File: src/rtl/rs_decode_ctrl_if.sv
// Handshake and control bundle between the RS decode controller and its datapath/environment.
// The slave side is the controller; the master side drives requests and datapath status.
interface rs_decode_ctrl_if;
  logic       START;
  logic       IN_VALID;
  logic       IN_READY;
  logic [3:0] WR_ADDR;
  logic       SYN_CLR;
  logic       SYN_EN;
  logic       SYN_ZERO;
  logic       KES_START;
  logic       KES_DONE;
  logic       KES_FAIL;
  logic       CHIEN_EN;
  logic [3:0] CHIEN_IDX;
  logic [3:0] RD_ADDR;
  logic       CORR_EN;
  logic       OUT_VALID;
  logic       OUT_READY;
  logic       BUSY;
  logic       DONE;
  logic       FAIL;

  modport slave (
    input  START, IN_VALID, SYN_ZERO, KES_DONE, KES_FAIL, OUT_READY,
    output IN_READY, WR_ADDR, SYN_CLR, SYN_EN, KES_START, CHIEN_EN, CHIEN_IDX,
           RD_ADDR, CORR_EN, OUT_VALID, BUSY, DONE, FAIL
  );

  modport master (
    output START, IN_VALID, SYN_ZERO, KES_DONE, KES_FAIL, OUT_READY,
    input  IN_READY, WR_ADDR, SYN_CLR, SYN_EN, KES_START, CHIEN_EN, CHIEN_IDX,
           RD_ADDR, CORR_EN, OUT_VALID, BUSY, DONE, FAIL
  );
endinterface

File: src/rtl/rs_decode_ctrl.sv
// Sequencing controller for a Reed-Solomon decoder: load, syndrome check, key-equation
// solve with timeout, Chien search, and corrected output of the data symbols.
//
// state   | meaning
// IDLE    | waiting for START
// LOAD    | accepting N symbols into the buffer, syndromes accumulating
// EVAL    | one cycle: decide error-free vs. launch key-equation solver
// KES     | waiting for solver done, bounded by KES_TIMEOUT
// CHIEN   | sweeping all N symbol positions
// OUT     | presenting K data symbols downstream
// FIN     | one-cycle DONE pulse
module rs_decode_ctrl #(
  parameter int N           = 15,
  parameter int K           = 11,
  parameter int KES_TIMEOUT = 31
) (
  input  logic          CLK,
  input  logic          RESET,
  rs_decode_ctrl_if.slave bus
);
  localparam int             TW       = $clog2(KES_TIMEOUT + 1);
  localparam logic [3:0]     LAST_IN  = 4'(N - 1);
  localparam logic [3:0]     LAST_OUT = 4'(K - 1);
  // Timer is loaded in EVAL and expires on its last KES cycle, so OUT begins
  // exactly KES_TIMEOUT cycles after the KES_START pulse.
  localparam logic [TW-1:0]  TMR_LOAD = TW'(KES_TIMEOUT - 2);

  typedef enum logic [2:0] {
    S_IDLE, S_LOAD, S_EVAL, S_KES, S_CHIEN, S_OUT, S_FIN
  } state_t;

  state_t        r_state, w_state_nxt;
  logic [3:0]    r_cnt, w_cnt_nxt;
  logic [TW-1:0] r_tmr, w_tmr_nxt;
  logic          r_corr, w_corr_nxt;
  logic          r_fail, w_fail_nxt;

  always_ff @(posedge CLK) begin
    if (RESET) begin
      r_state <= S_IDLE;
      r_cnt   <= '0;
      r_tmr   <= '0;
      r_corr  <= 1'b0;
      r_fail  <= 1'b0;
    end else begin
      r_state <= w_state_nxt;
      r_cnt   <= w_cnt_nxt;
      r_tmr   <= w_tmr_nxt;
      r_corr  <= w_corr_nxt;
      r_fail  <= w_fail_nxt;
    end
  end

  always_comb begin
    w_state_nxt   = r_state;
    w_cnt_nxt     = r_cnt;
    w_tmr_nxt     = r_tmr;
    w_corr_nxt    = r_corr;
    w_fail_nxt    = r_fail;
    bus.IN_READY  = 1'b0;
    bus.WR_ADDR   = 4'd0;
    bus.SYN_CLR   = 1'b0;
    bus.SYN_EN    = 1'b0;
    bus.KES_START = 1'b0;
    bus.CHIEN_EN  = 1'b0;
    bus.CHIEN_IDX = 4'd0;
    bus.RD_ADDR   = 4'd0;
    bus.CORR_EN   = 1'b0;
    bus.OUT_VALID = 1'b0;
    bus.DONE      = 1'b0;
    bus.BUSY      = (r_state != S_IDLE);
    bus.FAIL      = r_fail;

    case (r_state)
      S_IDLE: begin
        if (bus.START) begin
          bus.SYN_CLR = 1'b1;
          w_fail_nxt  = 1'b0;
          w_corr_nxt  = 1'b0;
          w_cnt_nxt   = 4'd0;
          w_state_nxt = S_LOAD;
        end
      end
      S_LOAD: begin
        bus.IN_READY = 1'b1;
        bus.WR_ADDR  = r_cnt;
        if (bus.IN_VALID) begin
          bus.SYN_EN = 1'b1;
          if (r_cnt == LAST_IN) begin
            w_cnt_nxt   = 4'd0;
            w_state_nxt = S_EVAL;
          end else begin
            w_cnt_nxt = r_cnt + 4'd1;
          end
        end
      end
      S_EVAL: begin
        if (bus.SYN_ZERO) begin
          w_corr_nxt  = 1'b0;
          w_state_nxt = S_OUT;
        end else begin
          bus.KES_START = 1'b1;
          w_tmr_nxt     = TMR_LOAD;
          w_state_nxt   = S_KES;
        end
      end
      S_KES: begin
        if (bus.KES_DONE) begin
          if (bus.KES_FAIL) begin
            w_fail_nxt  = 1'b1;
            w_corr_nxt  = 1'b0;
            w_state_nxt = S_OUT;
          end else begin
            w_state_nxt = S_CHIEN;
          end
        end else if (r_tmr == '0) begin
          w_fail_nxt  = 1'b1;
          w_corr_nxt  = 1'b0;
          w_state_nxt = S_OUT;
        end else begin
          w_tmr_nxt = r_tmr - TW'(1);
        end
      end
      S_CHIEN: begin
        bus.CHIEN_EN  = 1'b1;
        bus.CHIEN_IDX = r_cnt;
        if (r_cnt == LAST_IN) begin
          w_cnt_nxt   = 4'd0;
          w_corr_nxt  = 1'b1;
          w_state_nxt = S_OUT;
        end else begin
          w_cnt_nxt = r_cnt + 4'd1;
        end
      end
      S_OUT: begin
        bus.OUT_VALID = 1'b1;
        bus.RD_ADDR   = r_cnt;
        bus.CORR_EN   = r_corr;
        if (bus.OUT_READY) begin
          if (r_cnt == LAST_OUT) begin
            w_cnt_nxt   = 4'd0;
            w_state_nxt = S_FIN;
          end else begin
            w_cnt_nxt = r_cnt + 4'd1;
          end
        end
      end
      S_FIN: begin
        bus.DONE    = 1'b1;
        w_state_nxt = S_IDLE;
      end
      default: w_state_nxt = S_IDLE;
    endcase

    // Reset wins over any same-cycle request: nothing leaves the block while it is held.
    if (RESET) begin
      bus.IN_READY  = 1'b0;
      bus.WR_ADDR   = 4'd0;
      bus.SYN_CLR   = 1'b0;
      bus.SYN_EN    = 1'b0;
      bus.KES_START = 1'b0;
      bus.CHIEN_EN  = 1'b0;
      bus.CHIEN_IDX = 4'd0;
      bus.RD_ADDR   = 4'd0;
      bus.CORR_EN   = 1'b0;
      bus.OUT_VALID = 1'b0;
      bus.DONE      = 1'b0;
      bus.BUSY      = 1'b0;
      bus.FAIL      = 1'b0;
    end
  end
endmodule

File: src/flat_wrapper.sv
// flat-port wrapper written by rule: the top's interface ports become plain ports
module rs_decode_ctrl_flat 
#(
  parameter int N           = 15,
  parameter int K           = 11,
  parameter int KES_TIMEOUT = 31
)
  (CLK, RESET, bus_START, bus_IN_VALID, bus_SYN_ZERO, bus_KES_DONE, bus_KES_FAIL, bus_OUT_READY, bus_IN_READY, bus_WR_ADDR, bus_SYN_CLR, bus_SYN_EN, bus_KES_START, bus_CHIEN_EN, bus_CHIEN_IDX, bus_RD_ADDR, bus_CORR_EN, bus_OUT_VALID, bus_BUSY, bus_DONE, bus_FAIL);
  rs_decode_ctrl_if bus_i ();
  input  logic CLK;
  input  logic RESET;
  input wire logic [$bits(bus_i.START)-1:0] bus_START;
  input wire logic [$bits(bus_i.IN_VALID)-1:0] bus_IN_VALID;
  input wire logic [$bits(bus_i.SYN_ZERO)-1:0] bus_SYN_ZERO;
  input wire logic [$bits(bus_i.KES_DONE)-1:0] bus_KES_DONE;
  input wire logic [$bits(bus_i.KES_FAIL)-1:0] bus_KES_FAIL;
  input wire logic [$bits(bus_i.OUT_READY)-1:0] bus_OUT_READY;
  output wire logic [$bits(bus_i.IN_READY)-1:0] bus_IN_READY;
  output wire logic [$bits(bus_i.WR_ADDR)-1:0] bus_WR_ADDR;
  output wire logic [$bits(bus_i.SYN_CLR)-1:0] bus_SYN_CLR;
  output wire logic [$bits(bus_i.SYN_EN)-1:0] bus_SYN_EN;
  output wire logic [$bits(bus_i.KES_START)-1:0] bus_KES_START;
  output wire logic [$bits(bus_i.CHIEN_EN)-1:0] bus_CHIEN_EN;
  output wire logic [$bits(bus_i.CHIEN_IDX)-1:0] bus_CHIEN_IDX;
  output wire logic [$bits(bus_i.RD_ADDR)-1:0] bus_RD_ADDR;
  output wire logic [$bits(bus_i.CORR_EN)-1:0] bus_CORR_EN;
  output wire logic [$bits(bus_i.OUT_VALID)-1:0] bus_OUT_VALID;
  output wire logic [$bits(bus_i.BUSY)-1:0] bus_BUSY;
  output wire logic [$bits(bus_i.DONE)-1:0] bus_DONE;
  output wire logic [$bits(bus_i.FAIL)-1:0] bus_FAIL;
  assign bus_i.START = bus_START;
  assign bus_i.IN_VALID = bus_IN_VALID;
  assign bus_i.SYN_ZERO = bus_SYN_ZERO;
  assign bus_i.KES_DONE = bus_KES_DONE;
  assign bus_i.KES_FAIL = bus_KES_FAIL;
  assign bus_i.OUT_READY = bus_OUT_READY;
  assign bus_IN_READY = bus_i.IN_READY;
  assign bus_WR_ADDR = bus_i.WR_ADDR;
  assign bus_SYN_CLR = bus_i.SYN_CLR;
  assign bus_SYN_EN = bus_i.SYN_EN;
  assign bus_KES_START = bus_i.KES_START;
  assign bus_CHIEN_EN = bus_i.CHIEN_EN;
  assign bus_CHIEN_IDX = bus_i.CHIEN_IDX;
  assign bus_RD_ADDR = bus_i.RD_ADDR;
  assign bus_CORR_EN = bus_i.CORR_EN;
  assign bus_OUT_VALID = bus_i.OUT_VALID;
  assign bus_BUSY = bus_i.BUSY;
  assign bus_DONE = bus_i.DONE;
  assign bus_FAIL = bus_i.FAIL;
  rs_decode_ctrl #(.N(N), .K(K), .KES_TIMEOUT(KES_TIMEOUT)) u_core (.CLK(CLK), .RESET(RESET), .bus(bus_i));
endmodule
File: config.mk
export PLATFORM = sky130hd
export DESIGN_NAME = rs_decode_ctrl_flat
export DESIGN_NICKNAME = d
export VERILOG_FILES = /design/src/rtl/rs_decode_ctrl_if.sv /design/src/rtl/rs_decode_ctrl.sv /design/src/flat_wrapper.sv
export SDC_FILE = /design/constraint.sdc
export NUM_CORES = 1
export LEC_CHECK = 0
export ABC_AREA = 1
export BUFFER_PORTS_ARGS = -buffer_cell sky130_fd_sc_hd__buf_2
export CAP_MARGIN = 10
export CORE_UTILIZATION = 35
export DETAILED_ROUTE_END_ITERATION = 8
export PLACE_DENSITY_LB_ADDON = 0.3
export REMOVE_ABC_BUFFERS = 1
export SLEW_MARGIN = 25
export SYNTH_ARGS = -nofsm -noshare
export SYNTH_HDL_FRONTEND = slang
export SYNTH_SLANG_ARGS = --single-unit
File: constraint.sdc
create_clock -name CLK -period 3 [get_ports CLK]
set_input_delay 0.6 -clock CLK [delete_from_list [all_inputs] [get_ports CLK]]
set_output_delay 0.6 -clock CLK [all_outputs]
set_load 0.01 [all_outputs]
==> impl_metrics.csv, run 1 <==
group,metric,value,unit
status,status,"completed",
worst_setup_path,cp_top_family,"simple AND/OR/NAND/NOR gates",
power_and_ir_drop,total_leakage_power,0.7815,nW
logic_synthesis,netlist_instances,207,
worst_setup_path,critPathBufInv,2,
final_layout,fin_cells,281,
sta,maxSlewViolCount,0,
final_layout,syn_to_final_growth,19.76,%
place,dp_hpwl,2.134,mm
final_layout,nets,249,
route,drt_wl_total,2.706,mm
worst_setup_path,r2r_cells,10,
clocking,cts_tree,"yes",
sta,grt_setup_unrepaired,"no",
final_layout,drive_gt1_share,19.83,%
logic_synthesis,synth.cell_area,1134,um2
global_route,grt_overflow_total,0,
global_route,use_met1,23.96,%
place,port_buffers,29,
logic_synthesis,synth-seq-cells,14,
power_and_ir_drop,powerDensity,628.1,nW/um2
sta,layout_setup_ws,850.6,ps
floorplan,pin_count,30,
floorplan,die_area,3470,um2
sta,relSlewSlack,75.64,%
logic_synthesis,yosysWarnings,0,
global_route,grt_usage,17.37,%
worst_setup_path,path_common_cell,"nor2_1",
worst_setup_path,rrSetupSlack,1390,ps
route,vias,1245,
logic_synthesis,syn_avg_cell_area,5.476,um2
logic_synthesis,synth_top_area_share,24.72,%
floorplan,rows,20,
clocking,cts_root_buffer,"clkbuf_4",
sta,finClkSkew,8.518,ps
global_route,grt_util_met2,27.27,%
worst_hold_path,whs_endpoint,"u_core.r_fail$_SDFFE_PP0P_",
clocking,cts_hold_buf,0,
sta,tightest_slew,364.8,ps
worst_setup_path,cp.required,2400,ps
sta,fmax,465.3,MHz
place,place_inst,277,
floorplan,start_util,37.13,%
route,first_pass_iters,4,
sta,hold_viol,0,
final_layout,final_cell_mix,"nand2_1 (57), nor2_1 (48), inv_1 (31), buf_2 (29), nand3_1 (17)",
logic_synthesis,yosysSeqAreaShare,24.72,%
route,postRouteAntennaNets,0,
clocking,cts_setup_buffers,0,
floorplan,core,3053,um2
worst_setup_path,crit_fanout,9,
route,via_per_inst,4.431,
power_and_ir_drop,power,0.0008526,W
clocking,cts_resized,0,
clocking,htreeDepth,1,
clocking,cts.clk_slew.worst_paths,90,ps
final_layout,num_antenna_cells,0,
floorplan,die_y,58.91,um
logic_synthesis,synth_area_leaders,"dfxtp_1 (25%), nand2_1 (19%), nor2_1 (16%), inv_1 (10%), nand3_1 (7.5%)",
worst_setup_path,r2r-start,"u_core.r_cnt[0]$_SDFFE_PP0P_",
worst_hold_path,hold_start,"u_core.r_fail$_SDFFE_PP0P_",
route,drt_iter0_markers,22,
worst_hold_path,hold_class,"reg2reg",
power_and_ir_drop,ir_drop,0.3844,mV
worst_setup_path,max_stage_delay,410,ps
worst_hold_path,whs_path_depth,2,
logic_synthesis,synth_cell_types,22,
place,routabilityCongestion,0.7758,
worst_setup_path,critPathSlowestCell,"dfxtp_1",
logic_synthesis,synth_top_area_cell,"dfxtp_1",
route,drc,0,
clocking,clock_latency,280,ps
global_route,busiest_layer,"met2",
sta,finalSetupTns,0,ps
global_route,grt_max_degree,17,
sta,setup_viol,0,
sta,period_minus_slack,2149,ps
global_route,grt_pass1_vias,1039,
flow_run,drv_cap,0,
place,preCtsSetupSlack,1086,ps
global_route,grt_antenna_before_repair,0,
floorplan,die_x,58.91,um
worst_setup_path,worstSetupPathType,"reg2out",
worst_setup_path,r2r-end,"u_core.r_state[0]$_SDFFE_PP0P_",
worst_setup_path,path_cells,"nor2_1 -> nand2_1 -> nor2_1 -> inv_1 -> nor2_1 -> buf_2",
route,wl_per_cell,9.630,um
sta,period_share,71.65,%
worst_setup_path,end_kind,"output pin",
worst_setup_path,cp.arrival,1550,ps
final_layout,layout_commonest_cell,"nand2_1",
clocking,cts_buffers,3,
worst_setup_path,worstSetupStartpointType,"flop",
global_route,use_met3,4.835,%
sta,whs,480.8,ps
clocking,clockBufferDepth,2,
clocking,numClockSinks,14,
global_route,grt_pass1_wl,4.595,mm
[metal layers]
layer	vias up	part of all wire, %
met4	0	0.74
met1	541	51
met2	14	45
li1	688	-
met5	-	0
met3	2	3.5
[metrics by stage]
| step | utilization, % | area, um2 |
|---|---|---|
| 3_5_place_dp | 43.28 | 1321 |
| 4_1_cts | 44.47 | 1358 |
| 3_3_place_gp | 43.28 | 1321 |
| 5_1_grt | 44.47 | 1358 |
| 2_1_floorplan | - | 1121 |
| 6_report | 44.47 | 1358 |
[synthesized netlist by cell type]
library cell,number
a21oi_1,7
buf_2,1
clkbuf_1,2
clkinv_1,1
dfxtp_1,14
ha_1,3
inv_1,31
inv_2,3
nand2_1,57
nand2_2,5
nand3_1,17
nand3_2,1
nand3b_1,1
nand3b_2,1
nor2_1,48
nor2_4,2
nor3_1,4
o211ai_1,1
o21ai_0,4
o22ai_1,1
or2_2,2
xor2_1,1
[worst max-delay path by stage]
stage	cells after the start	start	to
3_3_place_gp	5	RESET	bus_RD_ADDR[1]
6_report	6	u_core.r_state[0]$_SDFFE_PP0P_	bus_CHIEN_IDX[0]
5_1_grt	6	u_core.r_state[0]$_SDFFE_PP0P_	bus_CHIEN_IDX[3]
4_1_cts	6	u_core.r_state[0]$_SDFFE_PP0P_	bus_CHIEN_IDX[0]
2_1_floorplan	5	u_core.r_state[0]$_SDFFE_PP0P_	bus_CHIEN_IDX[0]
3_5_place_dp	5	RESET	bus_RD_ADDR[1]
[report_power, final]
part | internal (W) | switching (W) | leakage (nW)
clock | 0.0000738 | 0.0000649 | 0.0210
sequential | 0.000223 | 0.0000418 | 0.114
combinational | 0.000158 | 0.000292 | 0.647
total | 0.000454 | 0.000398 | 0.782
[worst reg2reg max path: stages, from the launching register on]
cell	delay [ps]
dfxtp_1	350
inv_1	160
ha_1	190
nand3_1	170
inv_1	90
nor2_1	40
nor2_1	170
nand2_1	80
nor2_1	150
nor2_1	60
nor2_1	100
[final cells by class]
| class | instances | area, um2 |
|---|---|---|
| inverter | 35 | 131.4 |
| sequential | 14 | 280.3 |
| timing repair buffer | 29 | 145.1 |
| clock buffer | 4 | 36.28 |
| tap | 44 | 55.05 |
| multi-input combinational | 155 | 709.4 |
| fill | 362 | 1695 |
[flip-flops by register name, summed over array words and instances (netlist names)]
signal,cells
u_core.r_fail,1
u_core.r_state,3
u_core.r_corr,1
u_core.r_tmr,5
u_core.r_cnt,4
[cell families after synthesis]
family                   after synthesis  synth area share [%]
XOR/XNOR                               1                0.7728
adder cells (fa/ha/maj)                3                 3.312
AO/OA/AOI/OAI                         13                 6.071
flip-flops                            14                 24.72
buffers and inverters                 38                 12.69
AND/OR/NAND/NOR                      138                 52.43
(Power assumes the default switching activity.)
==> run 2: changes to the inputs <==
Clock period 3 ns to 1.9 ns, I/O delays scaled along.
==> run 2 against run 1 <==
Effect of this change:
- critical path depth is the same
- setup slack lost 730 ps
- sequential power grew 62%
- utilization grew 0.61 points
- sequential cell count is the same
- highest routed layer unchanged
- via count grew 2.8%
- die area is the same
- cell area grew 1.4%
- clock skew grew 6.3 ps
==> impl_metrics.csv, run 2 (synthesis results as in run 1) <==
group,metric,value,unit
final_layout,num_antenna_cells,0,
flow_run,drv_cap,0,
route,vias,1280,
place,port_buffers,29,
global_route,grt_pass1_vias,1078,
final_layout,syn_to_final_growth,21.41,%
floorplan,die_x,58.91,um
worst_setup_path,cp.required,1520,ps
global_route,grt_antenna_before_repair,0,
worst_setup_path,path_cells,"nor2_2 -> nand2_2 -> nor2_1 -> inv_1 -> nor2_1 -> buf_2",
worst_setup_path,worstSetupStartpointType,"flop",
sta,period_share,93.90,%
final_layout,multi_input_area,719.4,um2
clocking,clockBufferDepth,2,
power_and_ir_drop,p_comb_share,52.7,%
clocking,cts_tree,"yes",
route,drt_iter0_markers,34,
place,routabilityCongestion,0.8922,
place,dp_hpwl,2.127,mm
worst_setup_path,end_kind,"output pin",
global_route,grt_usage,17.80,%
clocking,cts_setup_buffers,0,
route,first_pass_iters,4,
worst_setup_path,worstSetupPathType,"reg2out",
floorplan,pin_count,30,
final_layout,largest_register_ffs,5,
floorplan,start_util,37.13,%
worst_setup_path,cp.depth,6,
global_route,grt_overflow_total,0,
final_layout,regArea,289.0,um2
clocking,cts_buffers,3,
sta,finClkSkew,14.85,ps
power_and_ir_drop,clkPwrFrac,16.4,%
sta,relSlewSlack,78.94,%
final_layout,nets,249,
clocking,htreeDepth,1,
power_and_ir_drop,total_leakage_power,0.7849,nW
worst_hold_path,whs_path_depth,4,
floorplan,core,3053,um2
clocking,clock_latency,290,ps
sta,grt_setup_unrepaired,"no",
final_layout,final_cell_mix,"nand2_1 (55), nor2_1 (46), inv_1 (31), buf_2 (29), nand3_1 (17)",
final_layout,regMostFlops,"u_core.r_tmr",
worst_setup_path,r2r_cells,9,
sta,hold_viol,0,
worst_setup_path,critPathBufInv,2,
floorplan,die_y,58.91,um
worst_hold_path,hold_class,"in2reg",
route,drc,0,
power_and_ir_drop,p_sw_share,47.00,%
final_layout,drive_gt1_share,22.78,%
worst_setup_path,crit_fanout,7,
global_route,grt_max_degree,17,
final_layout,final_area,1376,um2
power_and_ir_drop,switchingPower,0.0006490,W
sta,layout_setup_ws,115.9,ps
global_route,grt_pass1_wl,4.719,mm
final_layout,reg_top3,"u_core.r_tmr (5), u_core.r_cnt (4), u_core.r_state (3)",
power_and_ir_drop,ir_drop,0.5543,mV
floorplan,die_area,3470,um2
power_and_ir_drop,powerDensity,1003,nW/um2
place,placed_area,1321,um2
worst_setup_path,cp.arrival,1400,ps
worst_setup_path,path_common_cell,"nor2_1",
sta,setup_viol,0,
power_and_ir_drop,intPower,0.0007320,W
route,wl_per_cell,9.708,um
sta,fmax,560.5,MHz
clocking,cts_root_buffer,"clkbuf_4",
final_layout,fillers,356,
clocking,numClockSinks,14,
sta,maxSlewViolCount,0,
final_layout,layout_commonest_cell,"nand2_1",
status,status,"completed",
route,postRouteAntennaNets,0,
sta,finalSetupTns,0,ps
clocking,cts.clk_slew.worst_paths,100,ps
power_and_ir_drop,pwr-share-seq,31.0,%
worst_setup_path,cp_top_family,"simple AND/OR/NAND/NOR gates",
worst_setup_path,max_stage_delay,370,ps
place,preCtsSetupSlack,304.2,ps
clocking,cts_resized,2,
sta,tightest_slew,315.9,ps
route,drt_wl_total,2.728,mm
sta,period_minus_slack,1784,ps
worst_setup_path,critPathSlowestCell,"dfxtp_2",
floorplan,rows,20,
route,via_per_inst,4.555,
clocking,cts_hold_buf,0,
run 2: path summary, 6_finish.rpt:
| check | from | endpoint | slack, ps |
|---|---|---|---|
| setup / recovery | u_core.r_state[1]$_SDFFE_PP0P_ | bus_CHIEN_IDX[2] | 120 |
| hold / removal | bus_START | u_core.r_fail$_SDFFE_PP0P_ | 420 |
| setup reg to reg | u_core.r_cnt[0]$_SDFFE_PP0P_ | u_core.r_cnt[0]$_SDFFE_PP0P_ | 380 |
| hold reg to reg | u_core.r_fail$_SDFFE_PP0P_ | u_core.r_fail$_SDFFE_PP0P_ | 480 |
run 2: layout make-up:
| cell class | count | area share, % |
|---|---|---|
| multi-input combinational | 155 | 52.27 |
| tap | 44 | 4.000 |
| inverter | 35 | 9.545 |
| timing repair buffer | 29 | 10.55 |
| clock buffer | 4 | 2.636 |
| sequential | 14 | 21.00 |
run 2: through the flow:
| stage | utilization [%] | power (W) | hold WS [ps] | std cells |
|---|---|---|---|---|
| 2_1_floorplan | - | 0.0009765 | 437.5 | 204 |
| 3_3_place_gp | 43.28 | 0.001139 | 461.8 | 277 |
| 3_5_place_dp | 43.28 | 0.001131 | 460.9 | 277 |
| 4_1_cts | 44.59 | 0.001372 | 395.8 | 281 |
| 5_1_grt | 45.08 | 0.001534 | 451.9 | 281 |
| 6_report | 45.08 | 0.001381 | 415.3 | 281 |
run 2: metal layers:
| layer | vias to the layer above | part of all wire [%] | track usage, % | wire length (um) |
|---|---|---|---|---|
| li1 | 690 | - | - | - |
| met1 | 563 | 49 | 24.70 | 1349 |
| met2 | 25 | 45 | 27.60 | 1227 |
| met3 | 2 | 4.8 | 4.615 | 130 |
| met4 | 0 | 0.73 | 4.082 | 20 |
| met5 | - | 0 | 0 | 0 |
run 2: worst min-delay path, delay by kind of cell:
family / cells / cell delay, ps
AND/OR/NAND/NOR: 2 / 120
buffers and inverters: 1 / 90
AO/OA/AOI/OAI: 1 / 60
run 2: power groups by stage:
stage               registers, W  clock network, W  logic (W)
global placement        0.000421                 0   0.000719
detailed placement      0.000421                 0   0.000710
CTS                     0.000417          0.000236   0.000719
finish                  0.000427          0.000226   0.000728
floorplan               0.000407                 0   0.000569
global route            0.000437          0.000246   0.000851
